===== src/rtl/universal_register.sv =====
// universal_register: parametrised clear/load/count/shift register with a multi-cycle shift-by-N engine
//   clk, rst (async, active-high)       clock and reset
//   cl, ld, inc, dec, sr, sl, start     commands, priority in that order when idle
//   ir, il, shift_mode                  fill bits and shift style (00 serial, 01 rotate, 10 arithmetic, 11 as 00)
//   sat                                 saturating inc/dec
//   in, amt, dir                        load data, multi-cycle shift amount and direction (1 = left)
//   out, carry, zero                    contents, carry/borrow/shifted-out bit, out == 0
//   busy, done                          multi-cycle shift in progress, one-cycle completion pulse
module universal_register #(
  parameter int WIDTH = 8
) (
  input  logic                       clk,
  input  logic                       rst,
  input  logic                       cl,
  input  logic                       ld,
  input  logic                       inc,
  input  logic                       dec,
  input  logic                       sr,
  input  logic                       sl,
  input  logic                       ir,
  input  logic                       il,
  input  logic [WIDTH-1:0]           in,
  input  logic [1:0]                 shift_mode,
  input  logic                       sat,
  input  logic                       start,
  input  logic [$clog2(WIDTH)-1:0]   amt,
  input  logic                       dir,
  output logic [WIDTH-1:0]           out,
  output logic                       carry,
  output logic                       zero,
  output logic                       busy,
  output logic                       done
);
  localparam int AMT_W = $clog2(WIDTH);
  localparam logic [WIDTH-1:0] ONE = WIDTH'(1);
  localparam logic [AMT_W-1:0] CNT_ONE = AMT_W'(1);
  typedef enum logic {IDLE, SHIFT} state_t;
  state_t state_q, state_d;
  logic [WIDTH-1:0] out_q, out_d, step_r, step_l;
  logic [AMT_W-1:0] cnt_q, cnt_d;
  logic carry_q, carry_d, dir_q, dir_d, done_q, done_d, fill_r, fill_l;
  // Fill bits are sampled every step, so mode changes mid-shift take effect immediately.
  always_comb begin
    fill_r = shift_mode == 2'b01 ? out_q[0] : shift_mode == 2'b10 ? out_q[WIDTH-1] : ir;
    fill_l = shift_mode == 2'b01 ? out_q[WIDTH-1] : shift_mode == 2'b10 ? 1'b0 : il;
    step_r = {fill_r, out_q[WIDTH-1:1]};
    step_l = {out_q[WIDTH-2:0], fill_l};
  end
  always_comb begin
    out_d   = out_q;
    carry_d = carry_q;
    state_d = state_q;
    cnt_d   = cnt_q;
    dir_d   = dir_q;
    done_d  = 1'b0;
    if (state_q == SHIFT) begin
      if (cl) begin
        out_d   = '0;
        carry_d = 1'b0;
        state_d = IDLE;
      end else begin
        out_d   = dir_q ? step_l : step_r;
        carry_d = dir_q ? out_q[WIDTH-1] : out_q[0];
        cnt_d   = cnt_q - CNT_ONE;
        if (cnt_q == CNT_ONE) begin
          state_d = IDLE;
          done_d  = 1'b1;
        end
      end
    end else if (cl) begin
      out_d   = '0;
      carry_d = 1'b0;
    end else if (ld) begin
      out_d   = in;
      carry_d = 1'b0;
    end else if (inc) begin
      carry_d = &out_q;
      out_d   = (sat && &out_q) ? out_q : out_q + ONE;
    end else if (dec) begin
      carry_d = ~|out_q;
      out_d   = (sat && ~|out_q) ? out_q : out_q - ONE;
    end else if (sr) begin
      out_d   = step_r;
      carry_d = out_q[0];
    end else if (sl) begin
      out_d   = step_l;
      carry_d = out_q[WIDTH-1];
    end else if (start) begin
      if (amt == '0) done_d = 1'b1;
      else begin
        cnt_d   = amt;
        dir_d   = dir;
        state_d = SHIFT;
      end
    end
  end
  always_ff @(posedge clk or posedge rst) begin
    if (rst) begin
      state_q <= IDLE;
      out_q   <= '0;
      carry_q <= 1'b0;
      cnt_q   <= '0;
      dir_q   <= 1'b0;
      done_q  <= 1'b0;
    end else begin
      state_q <= state_d;
      out_q   <= out_d;
      carry_q <= carry_d;
      cnt_q   <= cnt_d;
      dir_q   <= dir_d;
      done_q  <= done_d;
    end
  end
  assign out   = out_q;
  assign carry = carry_q;
  assign zero  = out_q == '0;
  assign busy  = state_q == SHIFT;
  assign done  = done_q;
endmodule


===== config.mk =====
export PLATFORM = sky130hd
export DESIGN_NAME = universal_register
export DESIGN_NICKNAME = d
export VERILOG_FILES = /design/src/rtl/universal_register.sv
export SDC_FILE = /design/constraint.sdc
export NUM_CORES = 1
export LEC_CHECK = 0
export ABC_AREA = 1
export ABC_CLOCK_PERIOD_IN_PS = 1700
export BUFFER_PORTS_ARGS = -buffer_cell sky130_fd_sc_hd__buf_4
export CAP_MARGIN = 20
export CORE_MARGIN = 4
export CORE_UTILIZATION = 35
export CTS_CLUSTER_SIZE = 28
export DETAILED_ROUTE_END_ITERATION = 8
export GPL_ROUTABILITY_DRIVEN = 0
export GPL_TIMING_DRIVEN = 0
export HOLD_SLACK_MARGIN = 0.12
export SKIP_CTS_REPAIR_TIMING = 1
export SYNTH_ARGS = -nofsm -noshare
export SYNTH_HDL_FRONTEND = slang
export SYNTH_SLANG_ARGS = --single-unit

===== constraint.sdc =====
create_clock -name clk -period 1.7 [get_ports clk]
set_clock_uncertainty 0.1 [all_clocks]
set_input_delay 0.255 -clock clk [delete_from_list [all_inputs] [get_ports clk]]
set_output_delay 0.255 -clock clk [all_outputs]
set_load 0.03 [all_outputs]

* Word level (Yosys, flattened, before mapping) *
Cells that the tools add are included.

word-level totals
  register bits after elaboration = 15
  logic and storage cells = 96
  ROM bits = 0
  RAM bits = 0
  bits in latches = 0
  memories kept = 0

cells by class
  $add $sub $neg = 3
  divide/modulo/power cells = 0
  reductions and logical operators = 12
  magnitude comparators = 0
  multipliers = 0
  equality and inequality tests = 11
  bitwise operators = 8
  shift-type cells = 0
  multiplexer cells = 56

operator list
  cell                                                    number
  two-way mux 8 bit                                       11
  two-way mux 1 bit                                       35
  two-way mux 3 bit                                       10
  AND reduction 8 bit                                     2
  inequality test 2 x 1 -> 1 bit (second input constant)  5
  AND reduction 9 bit                                     1
  adder 8 x 1 -> 8 bit (second input constant)            1
  logical NOT 8 bit                                       1
  NOT 1 bit                                               8
  OR reduction 8 bit                                      1
  subtractor 8 x 1 -> 8 bit (second input constant)       1
  nonzero test 7 bit                                      1
  inequality test 6 bit (second input constant)           1
  inequality test 5 bit (second input constant)           1
  equality test 3 x 1 -> 1 bit (second input constant)    1
  logical NOT 3 bit                                       1
  AND reduction 3 bit                                     1
  subtractor 3 x 1 -> 3 bit (second input constant)       1
  equality test 2 x 1 -> 1 bit (second input constant)    1
  equality test 2 bit (second input constant)             1
  logical AND 1 bit                                       2
  inequality test 2 bit (second input constant)           1
  nonzero test 2 bit                                      1
  logical NOT 1 bit                                       1

* Depth between registers and ports, before layout *
Gate-level depths: netlist of the first run.

  depth after elaboration = 10
  depth in mapped cells = 13
  gate-level depth less buffers = 12

* Worst setup path before layout of the first run *
Ideal clock, no wire load.

  kind = register to register
  from = register out_q[0], in the netlist out[0]
  to = register out_q[3], in the netlist out[3]
  slack = -103 ps
  stages on the path, launching flop included = 9
  arrival = 1585 ps
  library setup time = 117 ps
  cell sequence = dfrtp_1 > ha_1 > nand3_1 > o21ai_4 > nand3_4 > nand2_4 > nor2_4 > nand3_1 > nand2_1

between the ends
  cells in the longest elaborated chain, start to end = 7

ends and longest elaborated chain
  element                    line  source
  from (decl)                39    logic [WIDTH-1:0] out_q, out_d, step_r, step_l;
  from (signal assigned)     107   out_q <= out_d;
  subtractor 8 x 1 -> 8 bit  81    out_d = (sat && ~|out_q) ? out_q : out_q - ONE;
  two-way mux 8 bit          81
  two-way mux 8 bit          79    end else if (dec) begin
  two-way mux 8 bit          76    end else if (inc) begin
  two-way mux 8 bit          73    end else if (ld) begin
  two-way mux 8 bit          70    end else if (cl) begin
  two-way mux 8 bit          56    if (state_q == SHIFT) begin

Parallel ways exist; a longest one is shown, timed or not. The select of a mux whose other input is x is not followed.
A chain may end at the register's enable or synchronous reset.

* Final worst setup path of the first run *
  from = register out_q[0], in the netlist out[0]
  to = output port zero

between the ends
  cells in the longest elaborated chain, start to end = 1

ends and longest elaborated chain
  element            line  source
  logical NOT 8 bit  116   assign zero = out_q == '0;
  to (decl)          30    output logic zero,

Every way passes these cells.

==> results of run 1 <==
==> layout by cell type, fill, tap and decap left out, types with 5 or more instances in the layout <==
cell type   n
nor2_1     17
buf_6      10
inv_2       9
inv_1      16
nand4_1     5
o21ai_0    23
nor2_4      6
nand3_1    20
o21ai_1     5
buf_4      48
nand2_1    84
a21oi_1    29
dfrtp_1    11
==> final timing paths <==
kind	startpoint	cells past startpoint	slack (ns)	endpoint
max in group asynchronous	rst	3	0.57	out[0]$_DFFE_PP0P_
worst max-delay path	out[0]$_DFFE_PP0P_	6	-0.08	zero
worst max register to register	out[0]$_DFFE_PP0P_	12	0	out[4]$_DFFE_PP0P_
min in group asynchronous	rst	3	0.53	cnt_q[0]$_DFFE_PP0P_
worst min-delay path	dir	3	0.16	dir_q$_DFFE_PP0P_
worst min register to register	cnt_q[2]$_DFFE_PP0P_	2	0.45	cnt_q[2]$_DFFE_PP0P_
==> kinds of logic (layout without fill, tap and decap cells) <==
| family | after synthesis | after routing |
|---|---|---|
| buf+inv | 42 | 100 |
| fa+ha+maj | 5 | 5 |
| flops | 15 | 15 |
| compound gates | 63 | 63 |
| simple gates | 154 | 154 |
| xor+xnor | 1 | 1 |
==> area by class of cell <==
class	count	area, sq um	share of cell area
flip-flops and latches	15	380.4	0.1591
plain buffers	12	92.59	0.03872
well taps	67	83.83	0.03506
inverters	30	122.6	0.05128
repair buffers	54	421.7	0.1763
clock buffers	4	45.04	0.01884
multi-input cells	223	1245	0.5207
==> sequential cells by signal (all words and copies together), names as in the netlist <==
name,cells
out,8
dir_q,1
cnt_q,3
done,1
carry,1
busy,1
==> report_power, final <==
part / total (mW) / switching (mW) / leakage (nW) / internal, mW
logic: 0.704 / 0.409 / 0.985 / 0.295
registers: 0.445 / 0.0443 / 0.185 / 0.401
clock network: 0.287 / 0.121 / 0.0228 / 0.166
total: 1.44 / 0.574 / 1.19 / 0.862
==> routing by layer <==
metal / routed length, microns / track usage / up-vias
li1: - / - / 1034
met1: 2442 / 0.2512 / 924
met2: 2577 / 0.2757 / 85
met3: 350 / 0.02867 / 9
met4: 31 / 0.01049 / 0
met5: 0 / 0 / -
==> worst max-delay path, stage by stage, from the launching register on <==
cell,delay (ns)
dfrtp_2,0.46
inv_4,0.11
ha_4,0.13
nand3_2,0.06
or2_4,0.26
inv_2,0.06
buf_6,0.12
==> flow_summary.json, run 1 <==
{
  "port_buffers": 35,
  "dr.pass1.iters": 5,
  "violations": "negative setup slack",
  "drv_slew": 0,
  "synth_xor_xnor_area_share": 0.005087,
  "rows": 25,
  "synth_top_cell_by_area": "dfrtp_1",
  "endpoint_kind": "output pin",
  "dp.cells": 382,
  "synthMuxAreaShare": 0,
  "cts_root_buffer": "clkbuf_8",
  "cts_tree": "done",
  "required_ns": 1.34,
  "synth-simple-area-share": 0.4259,
  "worst_slack_ns": -0.08131,
  "areaGrowthSynthToFinish_pct": 38.88,
  "synth_fa_ha_area_frac": 0.03634,
  "ant_nets": 0,
  "viasPerCell": 5.067,
  "setup_tns_ns": -0.08131,
  "synth_top_family_by_area": "simple AND/OR/NAND/NOR gates",
  "fillCellCount": 517,
  "synth.top_cells.by_count": "nand2_1 (86), a21oi_1 (29), nand3_1 (24), o21ai_0 (24), nor2_1 (22)",
  "grt_use_total": 0.1713,
  "clk_latency_ns": 0.24,
  "antenna_found_initial": 0,
  "htree_levels": 1,
  "synth_cells": 280,
  "rsz0062_at_grt": "yes",
  "max_clock_freq_mhz": 561.4,
  "grt.overflow.total": 0,
  "fin_util": 0.5029,
  "synth_area_sq_mm": 0.001722,
  "synth_fp_nets": 311,
  "hpwl_microns": 4018,
  "stdcell_area_sq_mm": 0.002391,
  "hold_viol": 0,
  "worstPathMaxFanout": 5,
  "avgSynthCellArea_sq_um": 6.149,
  "maxCapViolCount": 0,
  "boundaryPins": 38,
  "finalNonFillerCells": 405,
  "ys_warn_count": 0,
  "period_share": 1.048,
  "critPathKind": "reg2out",
  "synth-seq-cells": 15,
  "drive_gt1_frac": 0.3343,
  "ys.flop_type": "dfrtp_1",
  "p_per_area_mw_per_mm2": 600.6,
  "critPathArrivalTime_ns": 1.43,
  "synthArstFlopShare": 1.000,
  "die-height_microns": 78.14,
  "outcome": "finished with violations",
  "setup_viol": 1,
  "place_ws_ns": -0.08974,
  "period_minus_slack_ns": 1.781,
  "finalNetCount": 370,
  "drc": 0,
  "yosysSeqAreaShare": 0.2180,
  "min-delay-path-class": "in2reg",
  "grt_pass1_wl_microns": 8487,
  "start_util": 0.3621,
  "avgRoutedWirePerCell_microns": 13.34,
  "clock_path_buffers": 2,
  "grt_pass1_vias": 1744,
  "p_leak_nw": 1.193,
  "antenna_cells": 0,
  "tightest_slew_ns": 0.5631,
  "synthMostInstantiatedCell": "nand2_1",
  "clock_sinks": 15,
  "ys_types": 33,
  "die_area_sq_mm": 0.006105,
  "grt_max_degree": 16,
  "maxSlewHeadroom": 0.6242,
  "clkTransAtPathRegs_ns": 0.06,
  "yosys.area.top_type_share": 0.2180,
  "die_width_microns": 78.14,
  "dpl_cell_area_sq_mm": 0.002071,
  "cts_buffers": 3,
  "power.total_mw": 1.436,
  "initialDrtViolationCount": 199,
  "synth_edf_count": 0,
  "vias": 2052,
  "synth_compound_area_frac": 0.1955,
  "core_area_sq_mm": 0.004755,
  "whs_ns": 0.1593,
  "ir_drop_mv": 0.4484,
  "ys_top_cells_by_area": "dfrtp_1 (22%), nand2_1 (19%), a21oi_1 (8.4%), nand3_1 (7.0%), o21ai_0 (7.0%)",
  "routed_wl_microns": 5402,
  "critPathLaunchType": "flip-flop"
}
No activity file was read; power rests on OpenSTA's default activity.
==> inputs of run 2 (changes only) <==
--- a/config.mk
+++ b/config.mk
@@ -6,7 +6,7 @@
 export NUM_CORES = 1
 export LEC_CHECK = 0
 export ABC_AREA = 1
-export ABC_CLOCK_PERIOD_IN_PS = 1700
+export ABC_CLOCK_PERIOD_IN_PS = 2000
 export BUFFER_PORTS_ARGS = -buffer_cell sky130_fd_sc_hd__buf_4
 export CAP_MARGIN = 20
 export CORE_MARGIN = 4
==> constraint.sdc (replaced) <==
create_clock -name clk -period 2 [get_ports clk]
set_clock_uncertainty 0.1 [all_clocks]
set_input_delay 0.3 -clock clk [delete_from_list [all_inputs] [get_ports clk]]
set_output_delay 0.3 -clock clk [all_outputs]
set_load 0.03 [all_outputs]
==> run 2 against run 1 <==
Net effect: the run now ends clean; routed wire length down 4.5%; worst setup slack better by 0.14 ns; cell area down 9.1%; sequential power down 14%; via count down 6.8%; largest cell class unchanged; register-to-register slack better by 0.17 ns; power down 20%; global-route usage up 0.29 points; sequential cell count unchanged; highest routed layer unchanged; clock power down 14%.
==> flow_summary.json, run 2 (synthesis results as in run 1) <==
{
  "outcome": "finished, final reports clean",
  "areaGrowthSynthToFinish_pct": 26.31,
  "grt_use_total": 0.1742,
  "critPathLaunchType": "flip-flop",
  "dr.pass1.iters": 4,
  "max_clock_freq_mhz": 515.8,
  "worst_path_largest_cell_delay_ns": 0.48,
  "drv_slew": 0,
  "hpwl_microns": 4012,
  "port_buffers": 35,
  "viasPerCell": 4.868,
  "maxCapViolCount": 0,
  "antenna_cells": 0,
  "start_util": 0.3621,
  "finalNetCount": 358,
  "critPathArrivalTime_ns": 1.54,
  "endpoint_kind": "output pin",
  "seqCellArea_sq_um": 379.1,
  "period_share": 0.9694,
  "worstPathMaxFanout": 8,
  "required_ns": 1.60,
  "setup_viol": 0,
  "stdcell_area_sq_mm": 0.002175,
  "period_minus_slack_ns": 1.939,
  "grt_max_degree": 16,
  "crit_slowest_cell": "dfrtp_2",
  "hold_viol": 0,
  "grt_pass1_wl_microns": 8562,
  "crit_chain": "inv_4, ha_1, nand3_1, or2_4, inv_1, buf_4",
  "critPathKind": "reg2out",
  "clkTransAtPathRegs_ns": 0.06,
  "worst_slack_ns": 0.06124,
  "p_leak_nw": 1.114,
  "grt_pass1_vias": 1772,
  "final_common_cell": "nand2_1",
  "vias": 1913,
  "drc": 0,
  "cts_root_buffer": "clkbuf_8",
  "cts_tree": "done",
  "grt.overflow.total": 0,
  "min-delay-path-class": "in2reg",
  "die-height_microns": 78.14,
  "die_width_microns": 78.14,
  "setup_tns_ns": 0,
  "multi_input_area_sq_mm": 0.001141,
  "core_area_sq_mm": 0.004755,
  "fillCellCount": 569,
  "largest_reg_flops": 8,
  "initialDrtViolationCount": 128,
  "dpl_cell_area_sq_mm": 0.002068,
  "routed_wl_microns": 5157,
  "place_ws_ns": 0.1045,
  "boundaryPins": 38,
  "die_area_sq_mm": 0.006105,
  "rows": 25,
  "clock_sinks": 15,
  "htree_levels": 1,
  "drive_gt1_frac": 0.2577,
  "maxSlewHeadroom": 0.6162,
  "tightest_slew_ns": 0.5750,
  "fin_util": 0.4574,
  "clk_latency_ns": 0.25,
  "clock_path_buffers": 2,
  "avgRoutedWirePerCell_microns": 13.12,
  "cts_buffers": 3,
  "ir_drop_mv": 0.2853,
  "whs_ns": 0.1991,
  "ant_nets": 0,
  "p_per_area_mw_per_mm2": 531.2,
  "antenna_found_initial": 0,
  "layout_common_cells": "nand2_1 (86), buf_4 (43), a21oi_1 (29)"
}
-- run 2: changes by cell type in the layout (fill, tap and decap cells not counted), sizes merged --
| cell | before | now |
|---|---|---|
| clkbuf | 9 | 7 |
| buf | 60 | 50 |
-- run 2: routing by layer --
layer | global-route usage | vias up | wire, microns | share of wire
met5 | 0 | - | 0 | 0
met4 | 0.02797 | 0 | 23 | 0.0045
met3 | 0.02982 | 5 | 350 | 0.068
met2 | 0.2894 | 60 | 2440 | 0.47
met1 | 0.2405 | 842 | 2343 | 0.45
li1 | - | 1006 | - | -
-- run 2: power breakdown --
group | switching (mW) | internal [mW]
Clock | 0.105 | 0.141
Combinational | 0.317 | 0.211
Sequential | 0.0405 | 0.341
-- run 2: layout make-up --
cell class | count | area share
inverter | 30 | 0.05293
clock buffer | 4 | 0.02071
tap | 67 | 0.03855
buffer | 12 | 0.04258
multi-input combinational | 223 | 0.5247
timing repair buffer | 42 | 0.1461
sequential | 15 | 0.1743
-- run 2: through the flow --
stage,instances,total power [mW]
after global placement,382,0.8853
after floorplan,280,0.7286
final,393,1.155
after global routing,393,1.249
after detailed placement,382,0.8926
after CTS,386,1.141
-- run 2: critical path, delay by kind of cell (launching register included) --
kind,cells,cell delay [ns]
AND/OR/NAND/NOR,2,0.35
buffers and inverters,3,0.32
flip-flops,1,0.48
adder cells (fa/ha/maj),1,0.14
-- run 2: final timing paths --
kind | start | to | slack, ns | cells after the start
min | dir | dir_q$_DFFE_PP0P_ | 0.20 | 3
max reg2reg | out[0]$_DFFE_PP0P_ | out[4]$_DFFE_PP0P_ | 0.17 | 8
max in group asynchronous | rst | out[7]$_DFFE_PP0P_ | 0.81 | 3
min reg2reg | cnt_q[2]$_DFFE_PP0P_ | cnt_q[2]$_DFFE_PP0P_ | 0.44 | 2
min in group asynchronous | rst | cnt_q[1]$_DFFE_PP0P_ | 0.58 | 3
max | out[0]$_DFFE_PP0P_ | zero | 0.06 | 6
